==> config.mk <==
export PLATFORM = sky130hd
export DESIGN_NAME = demultiplexer1x2_buffered
export DESIGN_NICKNAME = d
export VERILOG_FILES = /design/src/rtl/demux_pkg.sv /design/src/rtl/stream_fifo.sv /design/src/rtl/demultiplexer1x2_buffered.sv
export SDC_FILE = /design/constraint.sdc
export NUM_CORES = 1
export LEC_CHECK = 0
export BUFFER_PORTS_ARGS = -buffer_cell sky130_fd_sc_hd__buf_2
export CAP_MARGIN = 20
export CORE_MARGIN = 4
export CORE_UTILIZATION = 55
export DETAILED_ROUTE_END_ITERATION = 8
export GPL_ROUTABILITY_DRIVEN = 0
export GPL_TIMING_DRIVEN = 0
export PLACE_DENSITY = 0.79
export SYNTH_ARGS = -nofsm -noshare
export SYNTH_HDL_FRONTEND = slang
export SYNTH_HIERARCHICAL = 1
export SYNTH_SLANG_ARGS = --single-unit
==> constraint.sdc <==
create_clock -name clk -period 10.81 [get_ports clk]
set_input_delay 0.5405 -clock clk [delete_from_list [all_inputs] [get_ports clk]]
set_output_delay 0.5405 -clock clk [all_outputs]
set_load 0.02 [all_outputs]
==> src/rtl/demux_pkg.sv <==
// Shared constants for the buffered 1x2 stream demultiplexer.
// Select encodings and the constant-function log2 used to size FIFO pointers.
package demux_pkg;

  localparam logic SEL_A = 1'b0;
  localparam logic SEL_B = 1'b1;

  function automatic int unsigned clog2(input int unsigned value);
    int unsigned res;
    res = 0;
    while ((64'd1 << res) < 64'(value)) begin
      res = res + 1;
    end
    return res;
  endfunction

endpackage

==> src/rtl/stream_fifo.sv <==
// Synchronous FIFO with wrapping pointers and an occupancy counter.
// Caller must not push when full nor pop when empty.
module stream_fifo
  import demux_pkg::*;
#(
  parameter int unsigned WIDTH = 32,
  parameter int unsigned DEPTH = 2
) (
  input  logic             clk,
  input  logic             rst,
  input  logic             push,
  input  logic             pop,
  input  logic [WIDTH-1:0] wdata,
  output logic             full,
  output logic             empty,
  output logic [WIDTH-1:0] head
);

  localparam int unsigned PTR_W = clog2(DEPTH);

  logic [WIDTH-1:0] mem_q [DEPTH];
  logic [PTR_W-1:0] wptr_q, rptr_q;
  logic [PTR_W:0]   occ_q, occ_d;

  always_comb begin
    occ_d = occ_q;
    unique case ({push, pop})
      2'b10:   occ_d = occ_q + (PTR_W+1)'(1);
      2'b01:   occ_d = occ_q - (PTR_W+1)'(1);
      default: occ_d = occ_q;
    endcase
  end

  always_ff @(posedge clk) begin
    if (rst) begin
      wptr_q <= '0;
      rptr_q <= '0;
      occ_q  <= '0;
    end else begin
      if (push) wptr_q <= wptr_q + PTR_W'(1);
      if (pop)  rptr_q <= rptr_q + PTR_W'(1);
      occ_q <= occ_d;
    end
  end

  // Storage needs no reset: head is gated by empty at the top level.
  always_ff @(posedge clk) begin
    if (push && !rst) mem_q[wptr_q] <= wdata;
  end

  assign full  = (occ_q == (PTR_W+1)'(DEPTH));
  assign empty = (occ_q == '0);
  assign head  = mem_q[rptr_q];

endmodule

==> src/rtl/demultiplexer1x2_buffered.sv <==
// 1-to-2 stream demultiplexer with one FIFO per output; a stalled sink only blocks its own words.
// Define DEMUX_STATS_EN to add saturating per-output pop counters (a_count/b_count).
module demultiplexer1x2_buffered
  import demux_pkg::*;
#(
  parameter int unsigned WIDTH = 32,
  parameter int unsigned DEPTH = 2
`ifdef DEMUX_STATS_EN
  , parameter int unsigned CNT_W = 16
`endif
) (
  input  logic             clk,
  input  logic             rst,
  input  logic             in_valid,
  output logic             in_ready,
  input  logic             in_sel,
  input  logic [WIDTH-1:0] in_data,
  output logic             a_valid,
  input  logic             a_ready,
  output logic [WIDTH-1:0] a_data,
  output logic             b_valid,
  input  logic             b_ready,
  output logic [WIDTH-1:0] b_data
`ifdef DEMUX_STATS_EN
  , output logic [CNT_W-1:0] a_count,
  output logic [CNT_W-1:0]   b_count
`endif
);

  logic             full_a, empty_a, push_a, pop_a;
  logic             full_b, empty_b, push_b, pop_b;
  logic [WIDTH-1:0] head_a, head_b;

  // Ready depends only on the selected FIFO, never on sink readiness.
  assign in_ready = (in_sel == SEL_B) ? !full_b : !full_a;
  assign push_a   = in_valid && in_ready && (in_sel == SEL_A);
  assign push_b   = in_valid && in_ready && (in_sel == SEL_B);
  assign pop_a    = a_valid && a_ready;
  assign pop_b    = b_valid && b_ready;

  assign a_valid = !empty_a;
  assign b_valid = !empty_b;
  assign a_data  = a_valid ? head_a : '0;
  assign b_data  = b_valid ? head_b : '0;

  stream_fifo #(
    .WIDTH (WIDTH),
    .DEPTH (DEPTH)
  ) u_fifo_a (
    .clk   (clk),
    .rst   (rst),
    .push  (push_a),
    .pop   (pop_a),
    .wdata (in_data),
    .full  (full_a),
    .empty (empty_a),
    .head  (head_a)
  );

  stream_fifo #(
    .WIDTH (WIDTH),
    .DEPTH (DEPTH)
  ) u_fifo_b (
    .clk   (clk),
    .rst   (rst),
    .push  (push_b),
    .pop   (pop_b),
    .wdata (in_data),
    .full  (full_b),
    .empty (empty_b),
    .head  (head_b)
  );

`ifdef DEMUX_STATS_EN
  logic [CNT_W-1:0] a_count_q, b_count_q;

  always_ff @(posedge clk) begin
    if (rst) begin
      a_count_q <= '0;
      b_count_q <= '0;
    end else begin
      if (pop_a && (a_count_q != '1)) a_count_q <= a_count_q + CNT_W'(1);
      if (pop_b && (b_count_q != '1)) b_count_q <= b_count_q + CNT_W'(1);
    end
  end

  assign a_count = a_count_q;
  assign b_count = b_count_q;
`endif

endmodule

# After elaboration in Yosys (flattened, before gate mapping)
# Memories as Yosys holds them, arrays and structs flattened. A register that Yosys moved wholly into a read port is not among the register bits.
# Index checks and enable logic that the tools add are counted.
[totals]
ff_bits = 8
mem_bits_rw = 128
inputBits = 38
out_inout_bits = 67
elab_cells = 52
n_memories = 2
[mem_list]
columns = ["name", "depth", "word_bits", "rd", "rd_ports_with_merged_regs", "write_ports", "line", "rtl"]
rows = [
  ["u_fifo_a.mem_q", 2, 32, 1, 1, 1, "stream_fifo.sv:21", "logic [WIDTH-1:0] mem_q [DEPTH];"],
  ["u_fifo_b.mem_q", 2, 32, 1, 1, 1, "stream_fifo.sv:21", ""],
]
[op_classes]
addsub = 8
n_eq_ne = 6
mux = 13
bitwise = 1
reduce_logical = 16
[op_table]
columns = ["cell", "count"]
rows = [
  ["$mux 32", 2],
  ["$mux 1", 9],
  ["$eq 2x2->1 const B", 4],
  ["$pmux 2 s2", 2],
  ["$logic_and 1x1->1", 7],
  ["$logic_not 1->1", 5],
  ["$add 1x1->1 const B", 4],
  ["$add 2x1->2 const B", 2],
  ["$eq 2x1->1 const B", 2],
  ["$logic_not 2->1", 2],
  ["$reduce_bool 2->1", 2],
  ["$sub 2x1->2 const B", 2],
  ["$not 1->1", 1],
]

# Longest topological paths before layout
[logic_depth]
word_depth = 8
depth_mapped = 7

# Hierarchy
# Netlist, hierarchy kept.
[by_module_without_submodules]
columns = ["mod", "n_inst", "cells_each", "area_per_inst_um2", "seq_area_each_um2"]
rows = [
  ["stream_fifo", 2, 122, 2516.2, 2021.9],
  ["demultiplexer1x2_buffered", 1, 77, 476.7, 0.0],
]

# Worst setup path before layout
# Ideal clock, no wire load.
[synth_path]
kind = "reg2reg"
startpoint = "register u_fifo_a.occ_q[0]"
endpoint = "memory u_fifo_a.mem_q[1][0] (enable)"
arrival_time_ns = 3.393
required_ns = 10.342
slack_ns = 6.948
path_stages_with_launch = 5
path_buffers = 0
period_less_slack_ns = 3.862
cell_sequence = "dfxtp_1 and2b_2 nor3b_1 inv_1 nor3b_1"
[synth_via]
elab_chain_len = 8
[synth_rtl]
columns = ["element", "line", "rtl"]
rows = [
  ["start, declared", "stream_fifo.sv:23", "logic [PTR_W:0] occ_q, occ_d;"],
  ["start signal, assigned", "stream_fifo.sv:38", "occ_q <= '0;"],
  ["start signal, assigned", "stream_fifo.sv:42", "occ_q <= occ_d;"],
  ["$eq 2x2->1", "stream_fifo.sv:51", "assign full = (occ_q == (PTR_W+1)'(DEPTH));"],
  ["named net full_a", "demultiplexer1x2_buffered.sv:30", "logic full_a, empty_a, push_a, pop_a;"],
  ["$logic_not 1->1", "demultiplexer1x2_buffered.sv:35", "assign in_ready = (in_sel == SEL_B) ? !full_b : !full_a;"],
  ["$mux 1", "demultiplexer1x2_buffered.sv:35", ""],
  ["$logic_and 1x1->1 (2 in a row)", "demultiplexer1x2_buffered.sv:36", "assign push_a = in_valid && in_ready && (in_sel == SEL_A);"],
  ["named net push_a", "demultiplexer1x2_buffered.sv:30", ""],
  ["$logic_and 1x1->1", "stream_fifo.sv:48", "if (push && !rst) mem_q[wptr_q] <= wdata;"],
  ["$mux 1", "stream_fifo.sv:48", ""],
  ["$mux 1 (not written as such)", "stream_fifo.sv:48", ""],
  ["end, declared", "stream_fifo.sv:21", ""],
]
# The timed path passes the listed nets, and every way through them passes these cells.

==> results.tsv <==
stage	metric	value	unit
outcome	status	completed	
critical_path	Max stage delay on crit path	0.37	ns
timing	actual slew at the worst max-slew pin	0.851	ns
timing	Setup TNS Final	0	ns
floorplan	Die X	108	um
floorplan	chip height	108	um
logic_synthesis	Synth Register Bits	138	
timing	Slew headroom	43.0	%
detailed_routing	Routed Antenna Nets	0	
pwr	total power	1.73	mW
detailed_routing	overall routed net length	11.1	mm
pwr	part of the power in registers	36.3	%
grt	global-route wire length before repair	17.2	mm
critical_path	maximum fanout along the worst path	10	
final_layout	share of cells above drive strength 1	47.5	%
placement	Detailed Place HPWL	7.55	mm
critical_path	CP max stage cell	mux2_2	
critical_path	Reg2Reg Depth	6	
critical_path	CP cell instances	clkbuf_1 -> buf_4 -> mux2_2 -> nor2b_1 -> buf_2	
logic_synthesis	Synth Instances	321	
timing	f_max	385	MHz
clock_network	TritonCTS Buffers	17	
final_layout	Final Core Density	71.1	%
floorplan	Row Count	36	
critical_path	critical path arrival	2.05	ns
critical_path	reg2reg start	u_fifo_b/occ_q[0]	
pwr	clock power share	33.4	%
clock_network	CTS tree	done	
final_layout	final instance area	6950	sq um
timing	fin crit period	2.59	ns
critical_path	startpoint types	register	
detailed_routing	Vias	3085	
final_layout	Inserted Diodes	0	
pwr	Pleak	2.62	nW
pwr	peak supply drop	175	uV
logic_synthesis	Syn Nets	361	
grt	GRT overflow	0	
grt	largest net degree at the start of global routing	17	
detailed_routing	drt pass-1 iters	4	
clock_network	Hold Buf Count CTS	0	
run	max cap viols	0	
worst_hold_path	Hold Crit Class	primary input to register	
detailed_routing	drc violations	0	
logic_synthesis	Yosys top cell by area	edfxtp_1	
final_layout	Area Overhead vs Synth	26.2	%
clock_network	clock-pin slew on the worst setup and hold paths	0.06	ns
logic_synthesis	Synth top area share	69.8	%
grt	GR Util All Layers	20.3	%
critical_path	Crit path max-delay family	buffers and inverters	
worst_hold_path	worst hold stages	1	
logic_synthesis	Unique masters post-synth	21	
logic_synthesis	mapped cell area	5510	sq um
placement	port bufs	104	
critical_path	FF-to-FF End	u_fifo_b/mem_q[1][10]	
pwr	Gate power share	30.2	%
floorplan	Initial Util	56.4	%
timing	skew final	0.00551	ns
clock_network	Clock Sinks	138	
critical_path	Setup Crit Path Kind	register to output pin	
worst_hold_path	Hold Path End	u_fifo_b/mem_q[0][17]	
logic_synthesis	yosys warns	6	
critical_path	crit path buf inv count	3	
timing	RSZ-0062 raised after global routing	no	
pwr	switching fraction of total power	31.0	%
critical_path	CP required	10.27	ns
critical_path	flop2flop setup slack	8.38	ns
timing	worst hold slack	0.246	ns
final_layout	nets	496	
placement	Placed Area	6350	sq um
pwr	Internal	1.19	mW
clock_network	CTS root buffer	clkbuf_8	
clock_network	CTS H-tree lvls	4	
detailed_routing	WL per Instance	18.5	um
clock_network	Longest Clk Path Bufs	2	
clock_network	post-cts sizing count	0	
clock_network	Post-CTS Setup Bufs	0	
timing	final setup fails	0	
timing	final worst-path cycle share	24.0	%
pwr	switching power	536	uW
grt	vias in the first global route	3299	
critical_path	CP Capture Type	output pin	
grt	initial antenna violation count	0	
logic_synthesis	post-synthesis sequential area ratio	73.4	%
floorplan	area of the die	11700	sq um
clock_network	Clock Latency Late Sink	0.51	ns
worst_hold_path	min-delay src	in_data[17]	
final_layout	Fillers	643	
timing	Slew Viols, Final	0	
logic_synthesis	Syn Area/Cell	17.2	sq um
pwr	Power Density	249	nW/um^2
floorplan	Core Region	9770	sq um
detailed_routing	average vias per placed instance	5.12	
timing	final hold vios	0	
detailed_routing	initial DRC count	150	
logic_synthesis	Synth area leaders	edfxtp_1 70%, mux2_2 12%, nor2b_1 7.5%	
floorplan	boundary pin count	105	
==> kinds of logic (layout without fill, tap and decap cells) <==
logic type / after synthesis / count (layout) / share of synthesized area, %
AOI/OAI and AO/OA: 4 / 4 / 0.363
xor gates and xnor gates: 8 / 8 / 1.27
adders and majority gates: 2 / 2 / 0.454
buffers and inverters: 18 / 166 / 1.77
DFF: 138 / 138 / 73.4
muxes: 65 / 65 / 13.3
and+or+nand+nor: 86 / 86 / 9.47
==> state kept, by name, indices dropped and copies added (netlist names), named ones only <==
register and cells:
u_fifo_a/mem_q 64, u_fifo_a/occ_q 2, u_fifo_a/rptr_q 1, u_fifo_a/wptr_q 1
u_fifo_b/mem_q 64, u_fifo_b/occ_q 2, u_fifo_b/rptr_q 1, u_fifo_b/wptr_q 1
==> stage by stage <==
stage	setup slack [ns]	cells
finish	8.22	602
global route	8.12	602
CTS	8.20	602
detailed placement	8.37	570
global placement	5.17	558
floorplan	6.95	321
==> routing by layer <==
metal / vias up / global-route usage (%) / routed length (um)
li1: 1447 / - / -
met1: 1513 / 22.6 / 4310
met2: 103 / 35.5 / 5990
met3: 22 / 6.33 / 632
met4: 0 / 9.29 / 209
met5: - / 0 / 0
==> area by class of cell <==
cell class	instances	area, sq um	area share, %
timing repair buffer	116	656	9.43
clock inverter	12	174	2.50
inverter	4	15.0	0.216
clock buffer	20	425	6.12
buffer	14	82.6	1.19
sequential	138	4040	58.2
tap	133	166	2.39
multi-input combinational	165	1390	20.0
==> cells in the mapped netlist, drive strengths merged <==
| master | number |
|---|---|
| ha | 2 |
| inv | 4 |
| buf | 12 |
| nor2b | 66 |
| mux2 | 64 |
| edfxtp | 128 |
| clkbuf | 2 |
| nor2 | 10 |
| nor3b | 3 |
| a21oi | 2 |
| dfxtp | 10 |
| and2b | 2 |
| mux2i | 1 |
| and3b | 1 |
| xor2 | 2 |
| xnor2 | 6 |
| o21ai | 2 |
| nor3 | 2 |
| or3 | 2 |
==> power groups by stage <==
| stage | combinational [mW] | sequential (mW) | clock, mW |
|---|---|---|---|
| after floorplan | 0.352 | 0.637 | 0 |
| after CTS | 0.531 | 0.628 | 0.585 |
| after detailed placement | 0.526 | 0.639 | 0 |
| after global routing | 0.565 | 0.630 | 0.614 |
| final | 0.523 | 0.628 | 0.578 |
| after global placement | 0.513 | 0.639 | 0 |
==> worst max-delay path by stage <==
stage	endpoint	from	slack [ns]	cells past startpoint
floorplan	u_fifo_a/mem_q[1][0]	u_fifo_a/occ_q[0]	6.95	4
global placement	u_fifo_b/mem_q[1][19]	u_fifo_b/occ_q[0]	5.17	4
detailed placement	u_fifo_b/mem_q[1][12]	u_fifo_b/occ_q[0]	8.37	6
CTS	a_data[22]	register	8.20	5
global route	a_data[22]	register	8.12	5
finish	a_data[22]	register	8.22	5
==> layout by cell type (no fill, tap or decap), types with 3 or more instances in the layout <==
master / n
buf_2: 110
mux2_1: 4
clkinv_4: 3
clkbuf_1: 5
xnor2_1: 6
nor2_1: 10
edfxtp_1: 128
inv_1: 4
buf_4: 6
mux2_2: 60
dfxtp_1: 10
clkinv_2: 4
clkbuf_16: 16
bufinv_16: 4
buf_6: 12
nor2b_1: 66
(Power assumes the default switching activity.)
